`config.mk`:
```
export PLATFORM = sky130hd
export DESIGN_NAME = cnn_seq_ctrl
export DESIGN_NICKNAME = d
export VERILOG_FILES = /design/src/rtl/cnn_seq_ctrl.sv
export SDC_FILE = /design/constraint.sdc
export NUM_CORES = 1
export LEC_CHECK = 0
export CAP_MARGIN = 20
export CELL_PAD_IN_SITES_DETAIL_PLACEMENT = 1
export CELL_PAD_IN_SITES_GLOBAL_PLACEMENT = 1
export CORE_MARGIN = 5
export CORE_UTILIZATION = 33
export DETAILED_ROUTE_END_ITERATION = 16
export PLACE_DENSITY_LB_ADDON = 0.1
export SLEW_MARGIN = 20
export SYNTH_ARGS = -nofsm -noshare
export SYNTH_HDL_FRONTEND = slang
export SYNTH_SLANG_ARGS = --single-unit
```
`constraint.sdc`:
```
create_clock -name clk -period 3.1 [get_ports clk]
set_input_delay 0.62 -clock clk [delete_from_list [all_inputs] [get_ports clk]]
set_output_delay 0.62 -clock clk [all_outputs]
set_load 0.01 [all_outputs]
```
`src/rtl/cnn_seq_ctrl.sv`:
```
// cnn_seq_ctrl: frame sequencer for the CNN / capacity-mask datapath.
// Ports:
//   clk, rst_n                       clock, synchronous active-low reset
//   in_valid, task_number, mode      input beat stream, header on beat 0
//   img/ker/wb/cap _we, _addr        buffer write strobes and addresses
//   cfg_task, cfg_mode               latched frame configuration
//   dp_start, dp_done                datapath start pulse / completion
//   res_sel, res_data                result word select and read data
//   out_valid, out                   serialised result beats
//   busy, err_proto, err_timeout     status and error pulses
module cnn_seq_ctrl #(
    parameter int IMG_LEN_T0 = 72,
    parameter int IMG_LEN_T1 = 36,
    parameter int KER_LEN    = 18,
    parameter int WB_LEN     = 57,
    parameter int CAP_LEN    = 5,
    parameter int LAT_LIMIT  = 150
) (
    input  logic        clk,
    input  logic        rst_n,
    input  logic        in_valid,
    input  logic        task_number,
    input  logic [1:0]  mode,
    output logic        img_we,
    output logic [6:0]  img_addr,
    output logic        ker_we,
    output logic [4:0]  ker_addr,
    output logic        wb_we,
    output logic [5:0]  wb_addr,
    output logic        cap_we,
    output logic [2:0]  cap_addr,
    output logic        cfg_task,
    output logic [1:0]  cfg_mode,
    output logic        dp_start,
    input  logic        dp_done,
    output logic [1:0]  res_sel,
    input  logic [31:0] res_data,
    output logic        out_valid,
    output logic [31:0] out,
    output logic        busy,
    output logic        err_proto,
    output logic        err_timeout
);

    typedef enum logic [1:0] {
        IDLE,
        LOAD,
        WAIT_DP,
        OUT
    } state_t;

    localparam int WDW = $clog2(LAT_LIMIT + 1);
    localparam logic [WDW-1:0] WD_MAX = WDW'(LAT_LIMIT);

    state_t          state_q, state_d;
    logic [6:0]      idx_q, idx_d;
    logic            cfg_task_q, cfg_task_d;
    logic [1:0]      cfg_mode_q, cfg_mode_d;
    logic            dp_start_q, dp_start_d;
    logic [WDW-1:0]  wd_q, wd_d;
    logic [1:0]      beat_q, beat_d;
    logic [31:0]     out_q, out_d;
    logic            out_valid_q, out_valid_d;

    logic            accept;
    logic            eff_task;
    logic [6:0]      last_idx;
    logic [1:0]      n_beats;

    // Header is only valid on the first beat, so IDLE looks at the
    // live input while later states use the latched copy.
    assign eff_task = (state_q == IDLE) ? task_number : cfg_task_q;
    assign last_idx = eff_task ? 7'(IMG_LEN_T1 - 1)
                               : 7'(IMG_LEN_T0 - 1);
    assign n_beats  = cfg_task_q ? 2'd1 : 2'd3;
    assign accept   = in_valid
                   && (state_q == IDLE || state_q == LOAD);

    assign img_we   = accept;
    assign ker_we   = accept && (idx_q < 7'(KER_LEN));
    assign wb_we    = accept && !eff_task
                   && (idx_q < 7'(WB_LEN));
    assign cap_we   = accept && eff_task
                   && (idx_q < 7'(CAP_LEN));

    assign img_addr = idx_q;
    assign ker_addr = idx_q[4:0];
    assign wb_addr  = idx_q[5:0];
    assign cap_addr = idx_q[2:0];

    assign cfg_task  = cfg_task_q;
    assign cfg_mode  = cfg_mode_q;
    assign dp_start  = dp_start_q;
    assign out_valid = out_valid_q;
    assign out       = out_q;
    assign busy      = (state_q != IDLE);
    assign res_sel   = (state_q == OUT) ? beat_q : 2'd0;

    always_comb begin
        err_proto   = 1'b0;
        err_timeout = 1'b0;
        unique case (state_q)
            LOAD:    err_proto = !in_valid;
            WAIT_DP: begin
                err_proto   = in_valid;
                err_timeout = !dp_done && (wd_q == WD_MAX);
            end
            OUT:     err_proto = in_valid;
            default: ;
        endcase
    end

    always_comb begin
        state_d     = state_q;
        idx_d       = idx_q;
        cfg_task_d  = cfg_task_q;
        cfg_mode_d  = cfg_mode_q;
        dp_start_d  = 1'b0;
        wd_d        = wd_q;
        beat_d      = beat_q;
        out_d       = out_q;
        out_valid_d = out_valid_q;
        unique case (state_q)
            IDLE: begin
                idx_d = 7'd0;
                if (in_valid) begin
                    cfg_task_d = task_number;
                    cfg_mode_d = mode;
                    idx_d      = 7'd1;
                    state_d    = LOAD;
                end
            end
            LOAD: begin
                if (!in_valid) begin
                    idx_d   = 7'd0;
                    state_d = IDLE;
                end else if (idx_q == last_idx) begin
                    idx_d      = 7'd0;
                    wd_d       = '0;
                    dp_start_d = 1'b1;
                    state_d    = WAIT_DP;
                end else begin
                    idx_d = idx_q + 7'd1;
                end
            end
            WAIT_DP: begin
                wd_d = wd_q + 1'b1;
                // dp_done takes priority over the watchdog limit.
                if (dp_done) begin
                    out_d       = res_data;
                    out_valid_d = 1'b1;
                    beat_d      = 2'd1;
                    state_d     = OUT;
                end else if (wd_q == WD_MAX) begin
                    wd_d    = '0;
                    state_d = IDLE;
                end
            end
            OUT: begin
                if (beat_q == n_beats) begin
                    out_d       = 32'd0;
                    out_valid_d = 1'b0;
                    beat_d      = 2'd0;
                    state_d     = IDLE;
                end else begin
                    out_d  = res_data;
                    beat_d = beat_q + 2'd1;
                end
            end
            default: state_d = IDLE;
        endcase
    end

    always_ff @(posedge clk) begin
        if (!rst_n) begin
            state_q     <= IDLE;
            idx_q       <= 7'd0;
            cfg_task_q  <= 1'b0;
            cfg_mode_q  <= 2'd0;
            dp_start_q  <= 1'b0;
            wd_q        <= '0;
            beat_q      <= 2'd0;
            out_q       <= 32'd0;
            out_valid_q <= 1'b0;
        end else begin
            state_q     <= state_d;
            idx_q       <= idx_d;
            cfg_task_q  <= cfg_task_d;
            cfg_mode_q  <= cfg_mode_d;
            dp_start_q  <= dp_start_d;
            wd_q        <= wd_d;
            beat_q      <= beat_d;
            out_q       <= out_d;
            out_valid_q <= out_valid_d;
        end
    end

endmodule

```
==> impl_metrics.sql, run 1 <==
INSERT INTO impl_metrics (metric_group, metric, value, unit) VALUES
('timing', 'maxClockFrequency', '338.4', 'MHz'),
('finish', 'fillers', '907', ''),
('synth', 'async_reset_ff_frac', '0', ''),
('placed_design', 'dp_hpwl', '5516', 'microns'),
('floorplan', 'io-pin-count', '106', ''),
('drt', 'avgViaCountPerCell', '5.087', ''),
('worst_setup_path', 'cp_max_fo', '2', ''),
('synth', 'ys_types', '45', ''),
('floorplan', 'die_area', '9560', 'sq um'),
('clock_network', 'cts_tree', 'done', ''),
('worst_hold_path', 'hold_path.class', 'register to register', ''),
('global_routing', 'global_route.overflow_total', '0', ''),
('outcome', 'outcome', 'completed', ''),
('floorplan', 'die_height', '97.78', 'microns'),
('synth', 'post_synth_inst_count', '294', ''),
('finish', 'layout-area-overhead-vs-synth', '45.47', '%'),
('clock_network', 'htree_num_levels', '2', ''),
('power_and_ir_drop', 'static-leakage-power', '0.001283', 'uW'),
('worst_setup_path', 'timing.critical_path.required', '2.48', 'ns'),
('finish', 'most-common-layout-cells', 'sky130_fd_sc_hd__clkdlybuf4s50_1 (105), sky130_fd_sc_hd__dfxtp_1 (56), sky130_fd_sc_hd__nor2_1 (42)', ''),
('synth', 'synth_top_flop_cell', 'sky130_fd_sc_hd__dfxtp_1', ''),
('timing', 'slew_headroom', '0.6524', ''),
('worst_setup_path', 'criticalPathCategory', 'input pin to primary output', ''),
('floorplan', 'initial_utilization', '0.3342', ''),
('timing', 'final.period_utilization', '0.9533', ''),
('power_and_ir_drop', 'power_density', '460.1', 'nW/um^2'),
('floorplan', 'core-area', '7607', 'sq um'),
('clock_network', 'cts_root_buf', 'sky130_fd_sc_hd__clkbuf_8', ''),
('global_routing', 'grt_pass1_vias', '2600', ''),
('power_and_ir_drop', 'vdd.ir_drop.worst', '192.9', 'uV'),
('timing', 'rsz0062_at_grt', 'false', ''),
('drt', 'vias', '2467', ''),
('worst_setup_path', 'rr_worst_depth', '5', ''),
('synth', 'ys_seq_area_frac', '0.4409', ''),
('global_routing', 'grt_first_pass_wirelength', '12460', 'microns'),
('global_routing', 'global_route.usage.total', '0.1554', ''),
('timing', 'setup_viol', '0', ''),
('global_routing', 'pin_count_of_the_biggest_net_entering_global_routing', '49', ''),
('drt', 'drt-total-wl', '7581', 'microns'),
('drt', 'drt_pass1_iterations', '4', ''),
('clock_network', 'cts_repair_resize_count', '0', ''),
('clock_network', 'clkTransAtPathRegs', '0.09', 'ns'),
('timing', 'timing.final.hold_violations', '0', ''),
('placed_design', 'io_buffers', '105', ''),
('synth', 'syn-cell-area', '2542', 'sq um'),
('drt', 'route.antenna.remaining_nets', '0', ''),
('flow_run', 'max_cap_violations', '0', ''),
('worst_setup_path', 'timing.critical_path.buf_inv', '2', ''),
('timing', 'fin_worst_skew', '0.007315', 'ns'),
('clock_network', 'cts-hold-fix-buffers', '0', ''),
('clock_network', 'cts-buffers-inserted', '5', ''),
('worst_setup_path', 'timing.critical_path.from_type', 'input pin', ''),
('worst_hold_path', 'min_delay_worst_endpoint', 'cfg_mode[1]$_SDFFE_PN0P_', ''),
('synth', 'post_synthesis_sequential_element_count', '56', ''),
('clock_network', 'clock_sink_count', '56', ''),
('drt', 'detail_route.drc_violations', '0', ''),
('floorplan', 'chipWidth', '97.78', 'microns'),
('placed_design', 'routabilityCongestion', '0.7929', ''),
('clock_network', 'cts_buffer_depth', '2', ''),
('worst_setup_path', 'critical-path-top-delay-family', 'buffers and inverters', ''),
('synth', 'syn_avg_cell_area', '8.648', 'sq um'),
('finish', 'antenna-diode-count', '0', ''),
('worst_setup_path', 'timing.critical_path.cells', 'clkdlybuf4s50_1 > nand2b_1 > or3_1 > a211oi_1 > clkdlybuf4s50_1', ''),
('worst_hold_path', 'hold_path_depth', '2', ''),
('worst_hold_path', 'min-delay-start', 'cfg_mode[1]$_SDFFE_PN0P_', ''),
('synth', 'yosys_warnings', '0', ''),
('clock_network', 'post-cts-setup-buffers', '0', ''),
('worst_setup_path', 'cp_slowest_cell', 'sky130_fd_sc_hd__clkdlybuf4s50_1', ''),
('clock_network', 'worstSkewPairLatency', '0.31', 'ns'),
('worst_setup_path', 'critical_path.reg2reg.endpoint', 'img_addr[6]$_SDFFE_PN0N_', ''),
('timing', 'setup_tns', '0', 'ns');
-- flip-flops by register name (all words and copies together) (netlist names) --
| name | count |
|---|---|
| out | 32 |
| out_valid | 1 |
| dp_start | 1 |
| state_q | 2 |
| beat_q | 2 |
| wd_q | 8 |
| cfg_task | 1 |
| img_addr | 7 |
| cfg_mode | 2 |
-- where the power goes --
group	internal [uW]	switching, uW	total (uW)
combinational	239	223	462
sequential	770	51.9	822
clock	179	238	418
total	1190	514	1700
-- worst reg2reg max path, cell delays in order, from the launching register on --
cell and delay, ns:
sky130_fd_sc_hd__dfxtp_1 0.54, sky130_fd_sc_hd__ha_1 0.27, sky130_fd_sc_hd__or3b_1 0.39, sky130_fd_sc_hd__nand4b_2 0.41
sky130_fd_sc_hd__a31oi_4 0.35, sky130_fd_sc_hd__nor3_1 0.08
-- metal layers --
layer	part of all wire	up-vias	wire, microns	GRT usage
met3	0.089	9	676	0.06786
li1	-	1205	-	-
met1	0.42	1183	3201	0.1819
met2	0.48	70	3603	0.2615
met5	0	-	0	0
met4	0.013	0	99	0.03940
-- Yosys cell counts (all sizes together), types with 3 or more instances --
library cell | n | area share
ha | 3 | 0.015
a21oi | 12 | 0.028
dfxtp | 56 | 0.44
or3b | 3 | 0.011
a211oi | 4 | 0.012
clkbuf | 13 | 0.019
nand4 | 4 | 0.0098
nand3 | 9 | 0.018
xnor2 | 6 | 0.021
o21ai | 11 | 0.022
a31oi | 5 | 0.018
and2 | 3 | 0.0074
nand4b | 4 | 0.016
nand2b | 3 | 0.0074
xor2 | 3 | 0.010
a22oi | 32 | 0.094
inv | 8 | 0.012
nor2 | 42 | 0.062
nand2 | 19 | 0.028
buf | 20 | 0.056
nor3 | 14 | 0.028
-- per-stage QoR --
stage	util	hold WS (ns)	area [sq um]	total power, uW	worst slack (ns)
2_1_floorplan	-	0.4687	2542	1072	1.106
3_5_place_dp	0.4740	0.4822	3606	1308	0.1297
5_1_grt	0.4862	0.5335	3699	1814	0.06813
3_3_place_gp	0.4740	0.4837	3606	1300	0.1365
4_1_cts	0.4862	0.4963	3699	1734	0.1297
6_report	0.4862	0.4900	3699	1702	0.1449
-- layout make-up --
class                           instances  area (sq um)  share of cell area
Multi-Input combinational cell        197          1209              0.3268
Sequential cell                        56          1121              0.3031
Timing Repair Buffer                  114          1119              0.3024
Tap cell                              102         127.6             0.03451
Clock buffer                            6         82.58             0.02233
Inverter                                8         30.03            0.008119
Clock inverter                          2         10.01            0.002706
-- logic make-up (layout without fill, tap and decap cells) --
family                     Yosys count  in the layout  synth area share
AOI/OAI and AO/OA                   73             73            0.2062
xor gates and xnor gates             9              9           0.03101
adders and majority gates            3              3           0.01477
buffers and inverters               41            130           0.08661
DFF                                 56             56            0.4409
muxes                                1              1          0.004429
and+or+nand+nor                    111            111            0.2160
-- how the worst max path moves through the flow --
stage / from / endpoint / slack, ns / cells after the start
4_1_cts: in_valid / cap_we / 0.13 / 5
6_report: in_valid / cap_we / 0.14 / 5
5_1_grt: in_valid / cap_we / 0.07 / 5
2_1_floorplan: in_valid / cap_we / 1.11 / 3
3_3_place_gp: in_valid / cap_we / 0.14 / 5
3_5_place_dp: in_valid / cap_we / 0.13 / 5
Note: power is estimated with default switching activity, not from simulation.
==> run 2, diff against run 1 <==
- CORE_UTILIZATION: 33 -> 34
- CTS_BUF_LIST: default -> sky130_fd_sc_hd__clkbuf_8
- GPL_TIMING_DRIVEN: default -> 0
- PLACE_DENSITY: default -> 0.91
- PLACE_DENSITY_LB_ADDON: 0.1 -> default
==> run 2 against run 1 <==
Sequential power is 1% lower. Worst setup slack better by 0.0034 ns. Combinational power is 8.0% higher. Hold slack worse by 0.0020 ns. Power is 6.3% higher. Critical path depth is 1 lower. Count of clock-buffer cells in the layout is 1 lower. Die area is 2.6% lower. Via count is 5.3% higher.
==> impl_metrics.sql, run 2 (synthesized netlist as in run 1, its figures left out) <==
INSERT INTO impl_metrics (metric_group, metric, value, unit) VALUES
('drt', 'detail_route.drc_violations', '0', ''),
('drt', 'drt_pass1_iterations', '4', ''),
('worst_setup_path', 'crit_path_frequent_cell', 'sky130_fd_sc_hd__clkdlybuf4s50_1', ''),
('power_and_ir_drop', 'totalPowerFinal', '1810', 'uW'),
('timing', 'drv_slew', '0', ''),
('global_routing', 'pin_count_of_the_biggest_net_entering_global_routing', '19', ''),
('worst_setup_path', 'cp_max_fo', '4', ''),
('worst_setup_path', 'cp_slowest_cell', 'sky130_fd_sc_hd__clkdlybuf4s50_1', ''),
('drt', 'route.antenna.remaining_nets', '0', ''),
('floorplan', 'rows', '31', ''),
('drt', 'wire_per_inst', '16.88', 'microns'),
('timing', 'fin_worst_skew', '0.007873', 'ns'),
('timing', 'setup_viol', '0', ''),
('timing', 'worst_slew_pin_slew', '0.6367', 'ns'),
('floorplan', 'io-pin-count', '106', ''),
('timing', 'final.period_utilization', '0.9522', ''),
('drt', 'initialDrtViolationCount', '109', ''),
('clock_network', 'worstSkewPairLatency', '0.31', 'ns'),
('clock_network', 'cts_root_buf', 'sky130_fd_sc_hd__clkbuf_8', ''),
('global_routing', 'global_route.usage.total', '0.1876', ''),
('power_and_ir_drop', 'vdd.ir_drop.worst', '265.9', 'uV'),
('flow_run', 'max_cap_violations', '0', ''),
('placed_design', 'routabilityCongestion', '0.8177', ''),
('worst_setup_path', 'timing.critical_path.cells', 'clkdlybuf4s50_1 > or3b_4 > a211oi_1 > clkdlybuf4s50_1', ''),
('worst_hold_path', 'hold_path.class', 'register to register', ''),
('finish', 'finalNetCount', '447', ''),
('timing', 'rsz0062_at_grt', 'false', ''),
('timing', 'maxClockFrequency', '338.8', 'MHz'),
('floorplan', 'chipWidth', '96.48', 'microns'),
('drt', 'drt-total-wl', '8524', 'microns'),
('finish', 'largest_reg_flops', '32', ''),
('finish', 'drive_gt1_frac', '0.09360', ''),
('power_and_ir_drop', 'static-leakage-power', '0.001370', 'uW'),
('finish', 'most-common-layout-cells', 'sky130_fd_sc_hd__clkdlybuf4s50_1 (103), sky130_fd_sc_hd__dfxtp_1 (56), sky130_fd_sc_hd__nor2_1 (42)', ''),
('timing', 'period_needed', '2.952', 'ns'),
('clock_network', 'cts-hold-fix-buffers', '0', ''),
('worst_setup_path', 'timing.critical_path.from_type', 'input pin', ''),
('finish', 'final_common_cell', 'sky130_fd_sc_hd__clkdlybuf4s50_1', ''),
('finish', 'layout-area-overhead-vs-synth', '50.69', '%'),
('worst_setup_path', 'timing.critical_path.required', '2.48', 'ns'),
('global_routing', 'grt_pass1_vias', '2808', ''),
('floorplan', 'die_area', '9307', 'sq um'),
('clock_network', 'clkTransAtPathRegs', '0.10', 'ns'),
('clock_network', 'clock_sink_count', '56', ''),
('clock_network', 'cts_tree', 'done', ''),
('global_routing', 'global_route.overflow_total', '0', ''),
('placed_design', 'io_buffers', '104', ''),
('clock_network', 'post-cts-setup-buffers', '0', ''),
('clock_network', 'cts-buffers-inserted', '5', ''),
('worst_setup_path', 'worst_ep_arrival_time', '2.33', 'ns'),
('worst_setup_path', 'crit_path_end_kind', 'primary output', ''),
('timing', 'timing.final.hold_violations', '0', ''),
('drt', 'vias', '2597', ''),
('floorplan', 'die_height', '96.48', 'microns'),
('timing', 'setup_tns', '0', 'ns'),
('worst_setup_path', 'critical-path-max-stage-delay', '0.57', 'ns'),
('worst_setup_path', 'criticalPathCategory', 'input pin to primary output', ''),
('drt', 'avgViaCountPerCell', '5.143', ''),
('floorplan', 'core-area', '7253', 'sq um'),
('floorplan', 'initial_utilization', '0.3505', ''),
('outcome', 'outcome', 'completed', ''),
('timing', 'slew_headroom', '0.5727', ''),
('power_and_ir_drop', 'power_density', '472.4', 'nW/um^2'),
('placed_design', 'dp_hpwl', '6487', 'microns'),
('clock_network', 'cts_buffer_depth', '2', ''),
('clock_network', 'htree_num_levels', '2', ''),
('global_routing', 'grt_first_pass_wirelength', '13680', 'microns'),
('finish', 'antenna-diode-count', '0', ''),
('global_routing', 'initial_antenna_violation_count', '0', '');
-- run 2: worst paths after layout --
kind | from | to | slack [ns] | depth (start not counted)
max | task_number | cap_we | 0.15 | 4
min | cfg_mode[1]$_SDFFE_PN0P_ | cfg_mode[1]$_SDFFE_PN0P_ | 0.49 | 2
max reg2reg | img_addr[1]$_SDFFE_PN0N_ | img_addr[6]$_SDFFE_PN0N_ | 0.91 | 5
min reg2reg | cfg_mode[1]$_SDFFE_PN0P_ | cfg_mode[1]$_SDFFE_PN0P_ | 0.49 | 2
-- run 2: stage by stage --
stage                     utilization  worst slack [ns]  hold WS [ns]  cell area [sq um]  std cells
after floorplan                     -             1.106        0.4687               2542        294
after global placement         0.5111          -0.09227        0.4641               3707        497
after detailed placement       0.5111          -0.06810        0.4765               3707        497
after CTS                      0.5273           0.02698        0.4944               3825        505
after global routing           0.5282            0.1031        0.5296               3831        505
final                          0.5282            0.1483        0.4880               3831        505
-- run 2: what timing repair did --
item	4_1_cts	5_1_grt
pin swaps	0	0
gates resized for setup	2	1
endpoints found under the setup margin	2	1
-- run 2: layer usage --
layer,up-vias,share of wire,GRT usage
met5,-,0,0
met3,8,0.098,0.07436
met4,0,0.010,0.04206
met2,92,0.51,0.3466
met1,1250,0.39,0.2000
li1,1247,-,-
-- run 2: worst max-delay path, delay by kind of cell --
family / cells / cell delay (ns)
AOI/OAI and AO/OA: 1 / 0.21
and+or+nand+nor: 1 / 0.43
buffers and inverters: 2 / 1.07
-- run 2: layout make-up --
type                       instances  area, sq um
sequential                        56         1121
clock buffer                       5        68.82
inverter                           8        30.03
buffer                            33        190.2
timing repair buffer             104         1040
multi-input combinational        197         1210
clock inverter                     3        47.55
fill                             865         3422
tap                               99        123.9
-- run 2: where the power goes --
part / internal [uW] / total, uW / switching [uW]
Sequential: 770 / 810 / 40.0
Clock: 244 / 500 / 256
Combinational: 245 / 499 / 254
==> run 3, diff against run 2 <==
- SETUP_SLACK_MARGIN: default -> 0.1
==> results of run 3 <==
Final layout, timing and power as in run 2 (identical DEF).
Main changes from that run: number of gates resized after CTS 2 -> 3; wire length of the first global-routing pass 13680 microns -> 13670 microns; via count of the first global-routing pass 2808 -> 2806; overall routing resource usage 0.1876 -> 0.1873; met1 usage 0.2000 -> 0.1986; met2 usage 0.3466 -> 0.3471
